## src/rtl/fractcam_upd_pkg.sv

```systemverilog
// ---------------------------------------------------------------------------
// fractcam_upd_pkg
// Shared definitions for the fractional-TCAM rule-update path:
//   - upd_state_e : update scheduler state encoding
//   - UPD_CYCLES_DEF : default number of write beats per rule update
//   - STATS_W : width of the optional completed-update counter
//   - idx_w() : index width helper that never returns zero
// ---------------------------------------------------------------------------
package fractcam_upd_pkg;

  typedef enum logic [1:0] {
    IDLE  = 2'd0,
    CLR   = 2'd1,
    WRITE = 2'd2,
    DONE  = 2'd3
  } upd_state_e;

  localparam int UPD_CYCLES_DEF = 32;
  localparam int STATS_W        = 16;

  // Width needed to index n items, at least one bit so single-entry
  // configurations still get a legal vector.
  function automatic int idx_w(input int n);
    return (n > 1) ? $clog2(n) : 1;
  endfunction

endpackage

```

## src/rtl/rr_arbiter.sv

```systemverilog
// ---------------------------------------------------------------------------
// rr_arbiter
// Combinational round-robin arbiter. Starting at ptr and walking upward
// modulo RN, the first asserted request wins. The pointer register lives in
// the parent so this block stays purely combinational.
// Ports:
//   req    in  RN   request vector
//   ptr    in  IDW  highest-priority index for this decision
//   en     in  1    arbitration enable; gnt is all-zero when low
//   gnt    out RN   one-hot grant (all-zero when nothing is requested)
//   gnt_id out IDW  encoded index of the granted request
// ---------------------------------------------------------------------------
module rr_arbiter
  import fractcam_upd_pkg::*;
#(
  parameter int RN  = 2,
  parameter int IDW = idx_w(RN)
) (
  input  logic [RN-1:0]  req,
  input  logic [IDW-1:0] ptr,
  input  logic           en,
  output logic [RN-1:0]  gnt,
  output logic [IDW-1:0] gnt_id
);

  always_comb begin
    int   idx;
    logic found;
    gnt    = '0;
    gnt_id = '0;
    found  = 1'b0;
    idx    = 0;
    if (en) begin
      for (int i = 0; i < RN; i++) begin
        idx = (int'(ptr) + i) % RN;
        if (!found && req[idx]) begin
          found    = 1'b1;
          gnt[idx] = 1'b1;
          gnt_id   = IDW'(idx);
        end
      end
    end
  end

endmodule

```

## src/rtl/update_sched.sv

```systemverilog
// ---------------------------------------------------------------------------
// update_sched
// Rule-update scheduler for the fractional TCAM. Round-robin arbitrates
// rule-insert requests, then drives the update datapath with one clear cycle
// followed by UPD_CYCLES write cycles while key and slice select are held.
// busy stalls the search side for the whole update; done pulses once with
// the served requester id.
//
// Optional build macro: UPDATE_SCHED_STATS_EN adds the 16-bit saturating
// upd_count output counting completed (non-aborted) updates.
//
// Ports:
//   wclk       in   1      clock, rising edge
//   reset      in   1      synchronous, active-high; aborts any update
//   req_valid  in   RN     per-requester request
//   req_ready  out  RN     one-hot combinational grant, only in IDLE
//   req_key    in   RN*W   key of requester r at [r*W +: W]
//   req_slice  in   RN*SN  slice of requester r at [r*SN +: SN]
//   sk         out  W      registered key to the datapath
//   we_sel     out  SN     registered slice select to the datapath
//   wr         out  1      datapath write strobe
//   upd_reset  out  1      datapath clear
//   busy       out  1      update in progress
//   done       out  1      one-cycle completion pulse
//   upd_count  out  16     completed updates (UPDATE_SCHED_STATS_EN only)
//   done_id    out  IDW    requester served by the completing update
// ---------------------------------------------------------------------------
module update_sched
  import fractcam_upd_pkg::*;
#(
  parameter int W          = 40,
  parameter int SN         = 2,
  parameter int RN         = 2,
  parameter int UPD_CYCLES = UPD_CYCLES_DEF,
  parameter int IDW        = idx_w(RN),
  parameter int CW         = idx_w(UPD_CYCLES)
) (
  input  logic               wclk,
  input  logic               reset,
  input  logic [RN-1:0]      req_valid,
  output logic [RN-1:0]      req_ready,
  input  logic [RN*W-1:0]    req_key,
  input  logic [RN*SN-1:0]   req_slice,
  output logic [W-1:0]       sk,
  output logic [SN-1:0]      we_sel,
  output logic               wr,
  output logic               upd_reset,
  output logic               busy,
  output logic               done,
`ifdef UPDATE_SCHED_STATS_EN
  output logic [STATS_W-1:0] upd_count,
`endif
  output logic [IDW-1:0]     done_id
);

  upd_state_e     state_q, state_d;
  logic [IDW-1:0] rr_ptr_q;
  logic [IDW-1:0] id_q;
  logic [CW-1:0]  beat_q;
  logic [W-1:0]   sk_q;
  logic [SN-1:0]  sel_q;

  logic [RN-1:0]  gnt;
  logic [IDW-1:0] gnt_id;
  logic           arb_en;
  logic           accept;
  logic           last_beat;

  // Grants are only offered in IDLE and never while reset is held, so a
  // requester can not be accepted in the same cycle the scheduler is cleared.
  assign arb_en = (state_q == IDLE) && !reset;

  rr_arbiter #(
    .RN  (RN),
    .IDW (IDW)
  ) u_arb (
    .req    (req_valid),
    .ptr    (rr_ptr_q),
    .en     (arb_en),
    .gnt    (gnt),
    .gnt_id (gnt_id)
  );

  // gnt is only ever set on a valid request, so any grant is an accept.
  assign accept    = |gnt;
  assign last_beat = (beat_q == CW'(UPD_CYCLES - 1));

  always_comb begin
    state_d = state_q;
    case (state_q)
      IDLE:    if (accept) state_d = CLR;
      CLR:     state_d = WRITE;
      WRITE:   if (last_beat) state_d = DONE;
      DONE:    state_d = IDLE;
      default: state_d = IDLE;
    endcase
  end

  always_ff @(posedge wclk) begin
    if (reset) begin
      state_q  <= IDLE;
      rr_ptr_q <= '0;
      id_q     <= '0;
      beat_q   <= '0;
      sk_q     <= '0;
      sel_q    <= '0;
    end else begin
      state_q <= state_d;
      if (state_q == IDLE && accept) begin
        sk_q     <= req_key[int'(gnt_id)*W +: W];
        sel_q    <= req_slice[int'(gnt_id)*SN +: SN];
        id_q     <= gnt_id;
        rr_ptr_q <= (int'(gnt_id) == RN - 1) ? '0 : IDW'(int'(gnt_id) + 1);
      end
      if (state_q == CLR) begin
        beat_q <= '0;
      end else if (state_q == WRITE && !last_beat) begin
        beat_q <= beat_q + 1'b1;
      end
    end
  end

  // Strobes are gated by reset so an abort takes effect in the very cycle
  // reset is raised rather than one cycle later.
  assign req_ready = gnt;
  assign sk        = sk_q;
  assign we_sel    = sel_q;
  assign wr        = (state_q == WRITE) && !reset;
  assign done      = (state_q == DONE) && !reset;
  assign busy      = (state_q != IDLE) && !reset;
  assign upd_reset = reset || (state_q == CLR);
  assign done_id   = (RN == 1) ? '0 : id_q;

`ifdef UPDATE_SCHED_STATS_EN
  logic [STATS_W-1:0] upd_count_q;

  // Only DONE advances the count, so aborted updates never contribute.
  always_ff @(posedge wclk) begin
    if (reset) begin
      upd_count_q <= '0;
    end else if (state_q == DONE && upd_count_q != {STATS_W{1'b1}}) begin
      upd_count_q <= upd_count_q + 1'b1;
    end
  end

  assign upd_count = upd_count_q;
`endif

endmodule

```

## config.mk

```make
export PLATFORM = sky130hd
export DESIGN_NAME = update_sched
export DESIGN_NICKNAME = d
export VERILOG_FILES = /design/src/rtl/fractcam_upd_pkg.sv /design/src/rtl/rr_arbiter.sv /design/src/rtl/update_sched.sv
export SDC_FILE = /design/constraint.sdc
export NUM_CORES = 1
export LEC_CHECK = 0
export CAP_MARGIN = 20
export CORE_MARGIN = 2
export CORE_UTILIZATION = 35
export DETAILED_ROUTE_END_ITERATION = 8
export HOLD_SLACK_MARGIN = 0.08
export PLACE_DENSITY = 0.75
export SKIP_CTS_REPAIR_TIMING = 1
export SLEW_MARGIN = 5
export SYNTH_ARGS = -nofsm -noshare
export SYNTH_HDL_FRONTEND = slang
export SYNTH_HIERARCHICAL = 1
export SYNTH_SLANG_ARGS = --single-unit
```

## constraint.sdc

```tcl
create_clock -name wclk -period 1.67 [get_ports wclk]
set_input_delay 0.167 -clock wclk [delete_from_list [all_inputs] [get_ports wclk]]
set_output_delay 0.167 -clock wclk [all_outputs]
set_load 0.005 [all_outputs]
```

==> flow_summary_export.csv, run 1 <==
group,metric,value,unit
clocking,cts_root_buf,"clkbuf_8",
critical_path,r2r_cells,12,
pwr,power.leakage,1.69,nW
layout,multi_input_area,1520,um^2
layout,final_cell_mix,"129 x clkdlybuf4s50_1, 48 x dfxtp_1, 45 x mux2i_1, 40 x a211oi_2, 36 x nor2_1",
timing,fin_crit_sh,115,%
outcome,outcome,"finished, violations left",
job,maxCapViolCount,0,
critical_path,end_kind,"flip-flop",
routing,vias,2407,
die,ioPinCount,137,
critical_path,worstReg2RegStart,"state_q[1]",
clocking,insertion_delay,0.31,ns
logic_synthesis,synth_area,2630,um^2
layout,syn2layout_area_growth,75.4,%
layout,instances_no_fill,510,
die,die_w,90.6,um
logic_synthesis,syn_area_per_cell,10.6,um^2
layout,final_common_cell,"clkdlybuf4s50_1",
critical_path,startpoint,"state_q[1]",
die,dieArea,8220,um^2
die,rows,31,
layout,fin_util,63.6,%
routing,via_per_inst,4.72,
global_routing,grt_pass1_wl,10900,um
layout,fin_nets,504,
routing,antenna_left,0,
clocking,cts_buffers,5,
routing,wl_per_cell,14.5,um
critical_path,reg2reg_slack,-0.25,ns
timing,finalMaxSlewViolations,0,
placement,gp_congestion,0.788,
timing,setup_violations,45,
logic_synthesis,netlist_instances,248,
logic_synthesis,syn_nets,342,
global_routing,grt_usage,16.1,%
routing,drt_pass1_iterations,4,
logic_synthesis,synth-seq-area-share,38.9,%
layout,fillers,595,
placement,io_buffer_count,136,
clocking,clk_pin_slew,0.10,ns
clocking,cts_max_path_buffers,2,
placement,detailed_place_hpwl,5170,um
timing,slew_headroom,72.1,%
timing,postLayoutSetupSlackWorst,-0.249,ns
routing,drt_iter0_markers,59,
timing,rsz0062_at_grt,"yes",
pwr,peakVddDrop,0.883,mV
critical_path,critPathRequiredTime,1.87,ns
critical_path,crit_type,"reg2reg",
timing,hold_violations,0,
timing,worst_hold_slack,0.278,ns
global_routing,grt_pass1_vias,2295,
timing,fmax,0.521,GHz
global_routing,grt_start_max_net_pins,30,
layout,sequential_cell_area,1020,um^2
critical_path,reg2reg_to,"done_id",
critical_path,cp.arrival,2.11,ns
routing,drc,0,
clocking,cts_tree,"built",
pwr,power_density,1310,nW/um^2
timing,worst_clock_skew,0.00869,ns
global_routing,antenna_found_initial,0,
logic_synthesis,yosysWarnings,6,
routing,totalWireLength,7390,um
logic_synthesis,synth.distinct_cells,28,
global_routing,grt_remaining_overflow,0,
timing,layout_min_cycle_time,1.92,ns
critical_path,crit_fanout,7,
die,core,7250,um^2
critical_path,endpoint,"done_id",
die,die_h,90.6,um
logic_synthesis,synth-seq-cells,51,
timing,tightest_slew,0.419,ns
outcome,failed_checks,"setup timing",
clocking,cts.sinks,51,
critical_path,cp-start-kind,"flip-flop",
clocking,htreeDepth,2,
pwr,total_power,0.00605,W
layout,layout-drive-gt1-share,30.2,%
die,start_util,36.2,%
placement,placed_cells,483,
layout,antenna_cells,0,
min_path,hold_path.class,"in2reg",
-- per-stage QoR --
step | setup TNS (ns) | worst slack [ns] | area [um^2]
floorplan | 0 | 0.00440 | 2690
CTS | -4.49 | -0.398 | 4240
global route | -13.05 | -0.375 | 4610
global placement | -0.171 | -0.0280 | 4160
detailed placement | -2.24 | -0.0900 | 4160
finish | -8.57 | -0.249 | 4610
-- metal layers --
layer / vias to the layer above / global-route usage (%) / share of wire [%]
met5: - / 0 / 0
li1: 1193 / - / -
met4: 0 / 3.46 / 1.2
met3: 10 / 5.76 / 7.0
met1: 1130 / 17.9 / 41
met2: 74 / 29.3 / 51
-- flip-flops by register name (all words and copies together), names as in the netlist --
name	flops
we_sel	2
rr_ptr_q	1
state_q	2
sk	40
done_id	1
beat_q	5
-- where the power goes --
group / internal [W] / switching (W)
registers: 0.00159 / 0.000207
clock network: 0.000296 / 0.000427
logic: 0.00208 / 0.00144
-- cells in the mapped netlist --
| master | count | area [um^2] |
|---|---|---|
| dfxtp_1 | 51 | 1020 |
| nor2_1 | 48 | 180 |
| mux2i_1 | 45 | 450 |
| a211oi_2 | 40 | 500 |
| buf_2 | 8 | 40.0 |
| nand2_1 | 8 | 30.0 |
| a21oi_1 | 7 | 35.0 |
| ha_1 | 6 | 75.1 |
| buf_12 | 5 | 100 |
| inv_1 | 5 | 18.8 |
| nor2b_1 | 4 | 25.0 |
| buf_4 | 3 | 22.5 |
| a211oi_1 | 2 | 15.0 |
| buf_6 | 2 | 22.5 |
| and3_1 | 1 | 6.26 |
| buf_1 | 1 | 3.75 |
| clkbuf_1 | 1 | 3.75 |
| clkbuf_4 | 1 | 7.51 |
| nand2b_1 | 1 | 6.26 |
| nand3_1 | 1 | 5.00 |
| nand3b_1 | 1 | 7.51 |
| o21a_1 | 1 | 7.51 |
| o21ai_0 | 1 | 5.00 |
| o22a_1 | 1 | 8.76 |
| or2_2 | 1 | 6.26 |
| or3_1 | 1 | 6.26 |
| xnor2_1 | 1 | 8.76 |
| xor2_1 | 1 | 8.76 |
-- worst min-delay path by stage --
| stage | from | end | slack, ns | cells after the start |
|---|---|---|---|---|
| 2_1_floorplan | reset | wr | 0.37 | 1 |
| 3_3_place_gp | beat_q[4] | beat_q[4] | 0.45 | 2 |
| 3_5_place_dp | beat_q[4] | beat_q[4] | 0.46 | 2 |
| 4_1_cts | reset | state_q[0] | 0.27 | 3 |
| 5_1_grt | reset | sk[3] | 0.29 | 3 |
| 6_report | reset | state_q[0] | 0.28 | 3 |
-- critical path: stages, from the launching register on --
cell and delay, ns:
dfxtp_2 0.33, inv_2 0.07, ha_4 0.13, nor2b_4 0.16, buf_6 0.11, nand2_4 0.05
a21oi_2 0.13, buf_4 0.13, o21a_4 0.21, buf_8 0.16, buf_4 0.11, mux2i_1 0.17
nor2_1 0.05
-- kinds of logic after synthesis --
group / after synthesis / share of synthesized area, %
AND/OR/NAND/NOR: 66 / 10.4
AO/OA/AOI/OAI: 52 / 21.8
flip-flops: 51 / 38.9
multiplexers: 45 / 17.1
buffers and inverters: 26 / 8.33
adder cells (fa/ha/maj): 6 / 2.86
XOR/XNOR: 2 / 0.667
-- cell type report --
class	count	area share [%]
clock buffer	5	1.49
clock inverter	3	0.407
inverter	5	0.407
multi-input combinational	171	33.1
sequential	51	22.2
tap	99	2.69
timing repair buffer	176	39.7
(Power assumes the default switching activity.)
==> run 2, diff against run 1 <==
--- a/config.mk
+++ b/config.mk
@@ -7,10 +7,10 @@
 export LEC_CHECK = 0
 export CAP_MARGIN = 20
 export CORE_MARGIN = 2
-export CORE_UTILIZATION = 35
+export CORE_UTILIZATION = 43
 export DETAILED_ROUTE_END_ITERATION = 8
 export HOLD_SLACK_MARGIN = 0.08
-export PLACE_DENSITY = 0.75
+export PLACE_DENSITY = 0.86
 export SKIP_CTS_REPAIR_TIMING = 1
 export SLEW_MARGIN = 5
 export SYNTH_ARGS = -nofsm -noshare
==> constraint.sdc (replaced) <==
create_clock -name wclk -period 2.3 [get_ports wclk]
set_input_delay 0.23 -clock wclk [delete_from_list [all_inputs] [get_ports wclk]]
set_output_delay 0.23 -clock wclk [all_outputs]
set_load 0.005 [all_outputs]
==> flow_summary_export.csv, run 2 (same netlist as run 1, synthesis figures left out) <==
group,metric,value,unit
critical_path,crit_type,"reg2reg",
pwr,power.leakage,1.43,nW
routing,wl_per_cell,14.5,um
critical_path,startpoint,"state_q[0]",
global_routing,antenna_found_initial,0,
job,maxCapViolCount,0,
timing,worst_hold_slack,0.357,ns
layout,instances_no_fill,454,
routing,wl_met2,3370,um
critical_path,end_kind,"flip-flop",
routing,totalWireLength,6590,um
routing,drt_iter0_markers,60,
routing,wl_met3,560,um
die,die_h,82.2,um
die,dieArea,6750,um^2
routing,antenna_left,0,
placement,gp_congestion,0.794,
routing,wl_met1,2560,um
clocking,insertion_delay,0.30,ns
global_routing,grt_remaining_overflow,0,
layout,syn2layout_area_growth,56.0,%
layout,antenna_cells,0,
min_path,holdPathStages,3,
clocking,cts_root_buf,"clkbuf_8",
timing,fmax,0.480,GHz
routing,vias,2255,
clocking,cts.sinks,51,
critical_path,cp-start-kind,"flip-flop",
critical_path,cp.arrival,2.31,ns
pwr,total_power,0.00372,W
clocking,cts_max_path_buffers,2,
pwr,power_density,907,nW/um^2
die,ioPinCount,137,
critical_path,critPathRequiredTime,2.52,ns
routing,drt_pass1_iterations,4,
clocking,cts_tree,"built",
min_path,hold_path.class,"in2reg",
routing,via_per_inst,4.97,
global_routing,grt_pass1_wl,10100,um
critical_path,r2r_cells,10,
die,rows,28,
die,die_w,82.2,um
pwr,peakVddDrop,0.556,mV
timing,slew_headroom,70.9,%
placement,detailed_place_hpwl,5130,um
timing,setup_violations,0,
routing,drc,0,
clocking,htreeDepth,2,
layout,largest_reg_flops,40,
layout,postLayoutCellArea,4100,um^2
layout,fin_util,69.3,%
layout,final_common_cell,"clkdlybuf4s50_1",
placement,io_buffer_count,136,
critical_path,worstReg2RegStart,"state_q[0]",
layout,fin_nets,472,
global_routing,grt_start_max_net_pins,46,
timing,fin_crit_sh,90.5,%
placement,placed_cell_area,3980,um^2
global_routing,grt_usage,19.6,%
timing,finalMaxSlewViolations,0,
global_routing,grt_pass1_vias,2285,
critical_path,crit_fanout,45,
layout,final_cell_mix,"133 x clkdlybuf4s50_1, 51 x dfxtp_1, 48 x nor2_1, 45 x mux2i_1, 40 x a211oi_2",
routing,highest_layer,"met4",
die,start_util,44.4,%
timing,worst_clock_skew,0.00624,ns
outcome,outcome,"finished, final reports clean",
timing,layout_min_cycle_time,2.08,ns
layout,layout-drive-gt1-share,16.9,%
clocking,cts_buffers,5,
die,core,5920,um^2
min_path,hp-start,"reset",
clocking,clk_pin_slew,0.09,ns
timing,hold_violations,0,
placement,placed_cells,444,
timing,rsz0062_at_grt,"no",
timing,tightest_slew,0.437,ns
==> run 2: changes by cell type in the layout (fill, tap and decap cells not counted), moves of 4 or more <==
cell             change
nor2_1              +12
buf_4               -20
clkdlybuf4s50_1      +4
nor2_2              -11
clkbuf_16            -5
buf_6                -5
==> run 2: final cells by class <==
cell class / instances / area [um^2]
clock buffer: 5 / 68.8
fill: 465 / 1820
inverter: 5 / 18.8
sequential: 51 / 1020
clock inverter: 3 / 20.0
timing repair buffer: 144 / 1460
tap: 75 / 93.8
multi-input combinational: 171 / 1420
==> run 2: layer usage <==
| layer | up-vias | global-route usage [%] |
|---|---|---|
| li1 | 1130 | - |
| met1 | 1036 | 20.7 |
| met2 | 80 | 37.3 |
| met3 | 9 | 5.00 |
| met4 | 0 | 6.83 |
| met5 | - | 0 |
==> run 2: final timing paths <==
| kind | end | slack (ns) |
|---|---|---|
| max | sk[34] | 0.22 |
| min | state_q[0] | 0.36 |
| max reg2reg | sk[34] | 0.22 |
| min reg2reg | beat_q[4] | 0.47 |
==> run 2: power by group <==
| part | total, W | leakage (nW) | internal, W | switching (W) |
|---|---|---|---|---|
| sequential | 0.00129 | 0.419 | 0.00115 | 0.000142 |
| combinational | 0.00192 | 0.970 | 0.00106 | 0.000860 |
| clock | 0.000502 | 0.0402 | 0.000212 | 0.000290 |
| total | 0.00372 | 1.43 | 0.00243 | 0.00129 |
==> run 2: metrics by stage <==
step,setup TNS [ns],setup WS [ns]
2_1_floorplan,0,0.475
3_3_place_gp,0,0.298
3_5_place_dp,0,0.124
4_1_cts,-0.234,-0.174
5_1_grt,0,0.0239
6_report,0,0.218
==> run 2: worst max-delay path, cell delays in order (launching register included) <==
cell,delay (ns)
dfxtp_1,0.35
inv_1,0.09
ha_2,0.22
nor2b_2,0.20
nand2_1,0.13
a21oi_2,0.16
buf_4,0.13
o21a_4,0.15
buf_12,0.24
nor2_1,0.09
a211oi_2,0.21
==> run 3, diff against run 2 <==
--- a/config.mk
+++ b/config.mk
@@ -5,12 +5,13 @@
 export SDC_FILE = /design/constraint.sdc
 export NUM_CORES = 1
 export LEC_CHECK = 0
+export ABC_CLOCK_PERIOD_IN_PS = 1800
 export CAP_MARGIN = 20
 export CORE_MARGIN = 2
-export CORE_UTILIZATION = 43
+export CORE_UTILIZATION = 36
 export DETAILED_ROUTE_END_ITERATION = 8
 export HOLD_SLACK_MARGIN = 0.08
-export PLACE_DENSITY = 0.86
+export PLACE_DENSITY = 0.77
 export SKIP_CTS_REPAIR_TIMING = 1
 export SLEW_MARGIN = 5
 export SYNTH_ARGS = -nofsm -noshare
==> constraint.sdc (replaced) <==
create_clock -name wclk -period 1.8 [get_ports wclk]
set_input_delay 0.18 -clock wclk [delete_from_list [all_inputs] [get_ports wclk]]
set_output_delay 0.18 -clock wclk [all_outputs]
set_load 0.005 [all_outputs]
==> flow_summary_export.csv, run 3 (same netlist as run 1, synthesis figures left out) <==
group,metric,value,unit
critical_path,cp-start-kind,"flip-flop",
critical_path,max_stage_delay,0.35,ns
job,maxCapViolCount,0,
pwr,total_power,0.00588,W
layout,fillers,535,
routing,totalWireLength,8300,um
pwr,peakVddDrop,0.771,mV
outcome,failed_checks,"setup timing",
min_path,hp-start,"reset",
routing,drt_iter0_markers,77,
critical_path,worstReg2RegStart,"state_q[1]",
clocking,cts.sinks,51,
routing,drt_pass1_iterations,4,
timing,setup_violations,46,
layout,layout-drive-gt1-share,32.8,%
clocking,cts_max_path_buffers,2,
die,core,7180,um^2
clocking,insertion_delay,0.31,ns
global_routing,grt_start_max_net_pins,31,
global_routing,grt_usage,16.1,%
clocking,clk_pin_slew,0.10,ns
routing,vias,2466,
die,die_w,89.4,um
critical_path,crit_family,"compound AO/OA/AOI/OAI gates",
die,ioPinCount,137,
die,rows,31,
placement,gp_congestion,0.720,
clocking,cts_root_buf,"clkbuf_8",
timing,slew_headroom,70.2,%
layout,antenna_cells,0,
outcome,outcome,"finished, violations left",
pwr,power.leakage,1.79,nW
timing,worst_clock_skew,0.00789,ns
timing,rsz0062_at_grt,"yes",
global_routing,antenna_found_initial,0,
clocking,cts_buffers,5,
routing,drc,0,
die,start_util,36.6,%
clocking,cts_tree,"built",
timing,finalMaxSlewViolations,0,
critical_path,critical_path.cell_chain,"inv_2 > ha_4 > buf_6 > nor2b_4 > nand2_2 > a21oi_2 > buf_4 > o21a_4 > buf_12 > nor2_1 > a211oi_2",
pwr,power_density,1220,nW/um^2
global_routing,grt_pass1_vias,2328,
critical_path,crit_type,"reg2reg",
layout,multi_input_area,1610,um^2
placement,detailed_place_hpwl,5050,um
timing,layout_min_cycle_time,1.97,ns
placement,io_buffer_count,136,
timing,hold_violations,0,
clocking,htreeDepth,2,
die,die_h,89.4,um
timing,postLayoutSetupSlackWorst,-0.172,ns
die,dieArea,8000,um^2
critical_path,crit_fanout,7,
routing,via_per_inst,4.74,
critical_path,cp.arrival,2.20,ns
layout,sequential_cell_area,1020,um^2
timing,fin_crit_sh,110,%
critical_path,end_kind,"flip-flop",
placement,place_ws,-0.0769,ns
global_routing,grt_pass1_wl,10000,um
layout,largest_reg_flops,40,
global_routing,grt_remaining_overflow,0,
layout,final_common_cell,"clkdlybuf4s50_1",
critical_path,crit_buf_inv,4,
routing,wl_per_cell,16.0,um
layout,final_cell_mix,"129 x clkdlybuf4s50_1, 49 x dfxtp_1, 42 x a211oi_2, 40 x nor2_1, 34 x mux2i_1",
timing,worst_hold_slack,0.250,ns
timing,tightest_slew,0.448,ns
timing,fmax,0.507,GHz
critical_path,critPathRequiredTime,2.03,ns
layout,fin_nets,514,
critical_path,startpoint,"state_q[1]",
min_path,hold_path.class,"in2reg",
layout,syn2layout_area_growth,83.6,%
routing,antenna_left,0,
critical_path,slowest_stage,"dfxtp_2",
run 3: metrics by stage:
stage | area (um^2) | utilization (%) | TNS (ns) | cells
2_1_floorplan | 2640 | - | 0 | 248
3_3_place_gp | 4100 | 57.2 | -0.0568 | 480
3_5_place_dp | 4100 | 57.2 | -1.89 | 480
4_1_cts | 4200 | 58.6 | -4.44 | 488
5_1_grt | 4820 | 67.2 | -8.27 | 520
6_report | 4820 | 67.2 | -4.28 | 520
run 3: path summary, 6_finish.rpt:
kind / slack (ns) / cells after the start / end
worst max register to register: -0.17 / 11 / sk[15]
worst min register to register: 0.49 / 2 / beat_q[4]
worst min-delay path: 0.25 / 3 / beat_q[3]
worst max-delay path: -0.17 / 11 / sk[15]
run 3: cell type report:
cell class                 count  area share (%)
sequential                    51            21.2
inverter                       5           0.389
clock inverter                 2           0.337
multi-input combinational    172            33.4
clock buffer                   6            1.71
tap                           99            2.57
timing repair buffer         185            40.4
run 3: routing by layer:
metal  share of wire, %  vias up  wire, um  GRT usage, %
li1                   -     1222         -             -
met1                 41     1173      3430          16.8
met2                 53       67      4390          30.7
met3                5.4        4       444          5.17
met4               0.43        0        36          4.34
met5                  0        -         0             0
run 3: worst register-to-register path: cells and delay by family, from the launching register on:
family	cells	cell delay (ns)
simple gates	3	0.32
compound gates	3	0.61
flops	1	0.35
buf+inv	4	0.49
fa+ha+maj	1	0.14
run 3: where the power goes:
group          internal, W  total [W]  switching (W)
Combinational      0.00206    0.00350        0.00144
Sequential         0.00148    0.00167       0.000188
Clock             0.000315   0.000717       0.000403
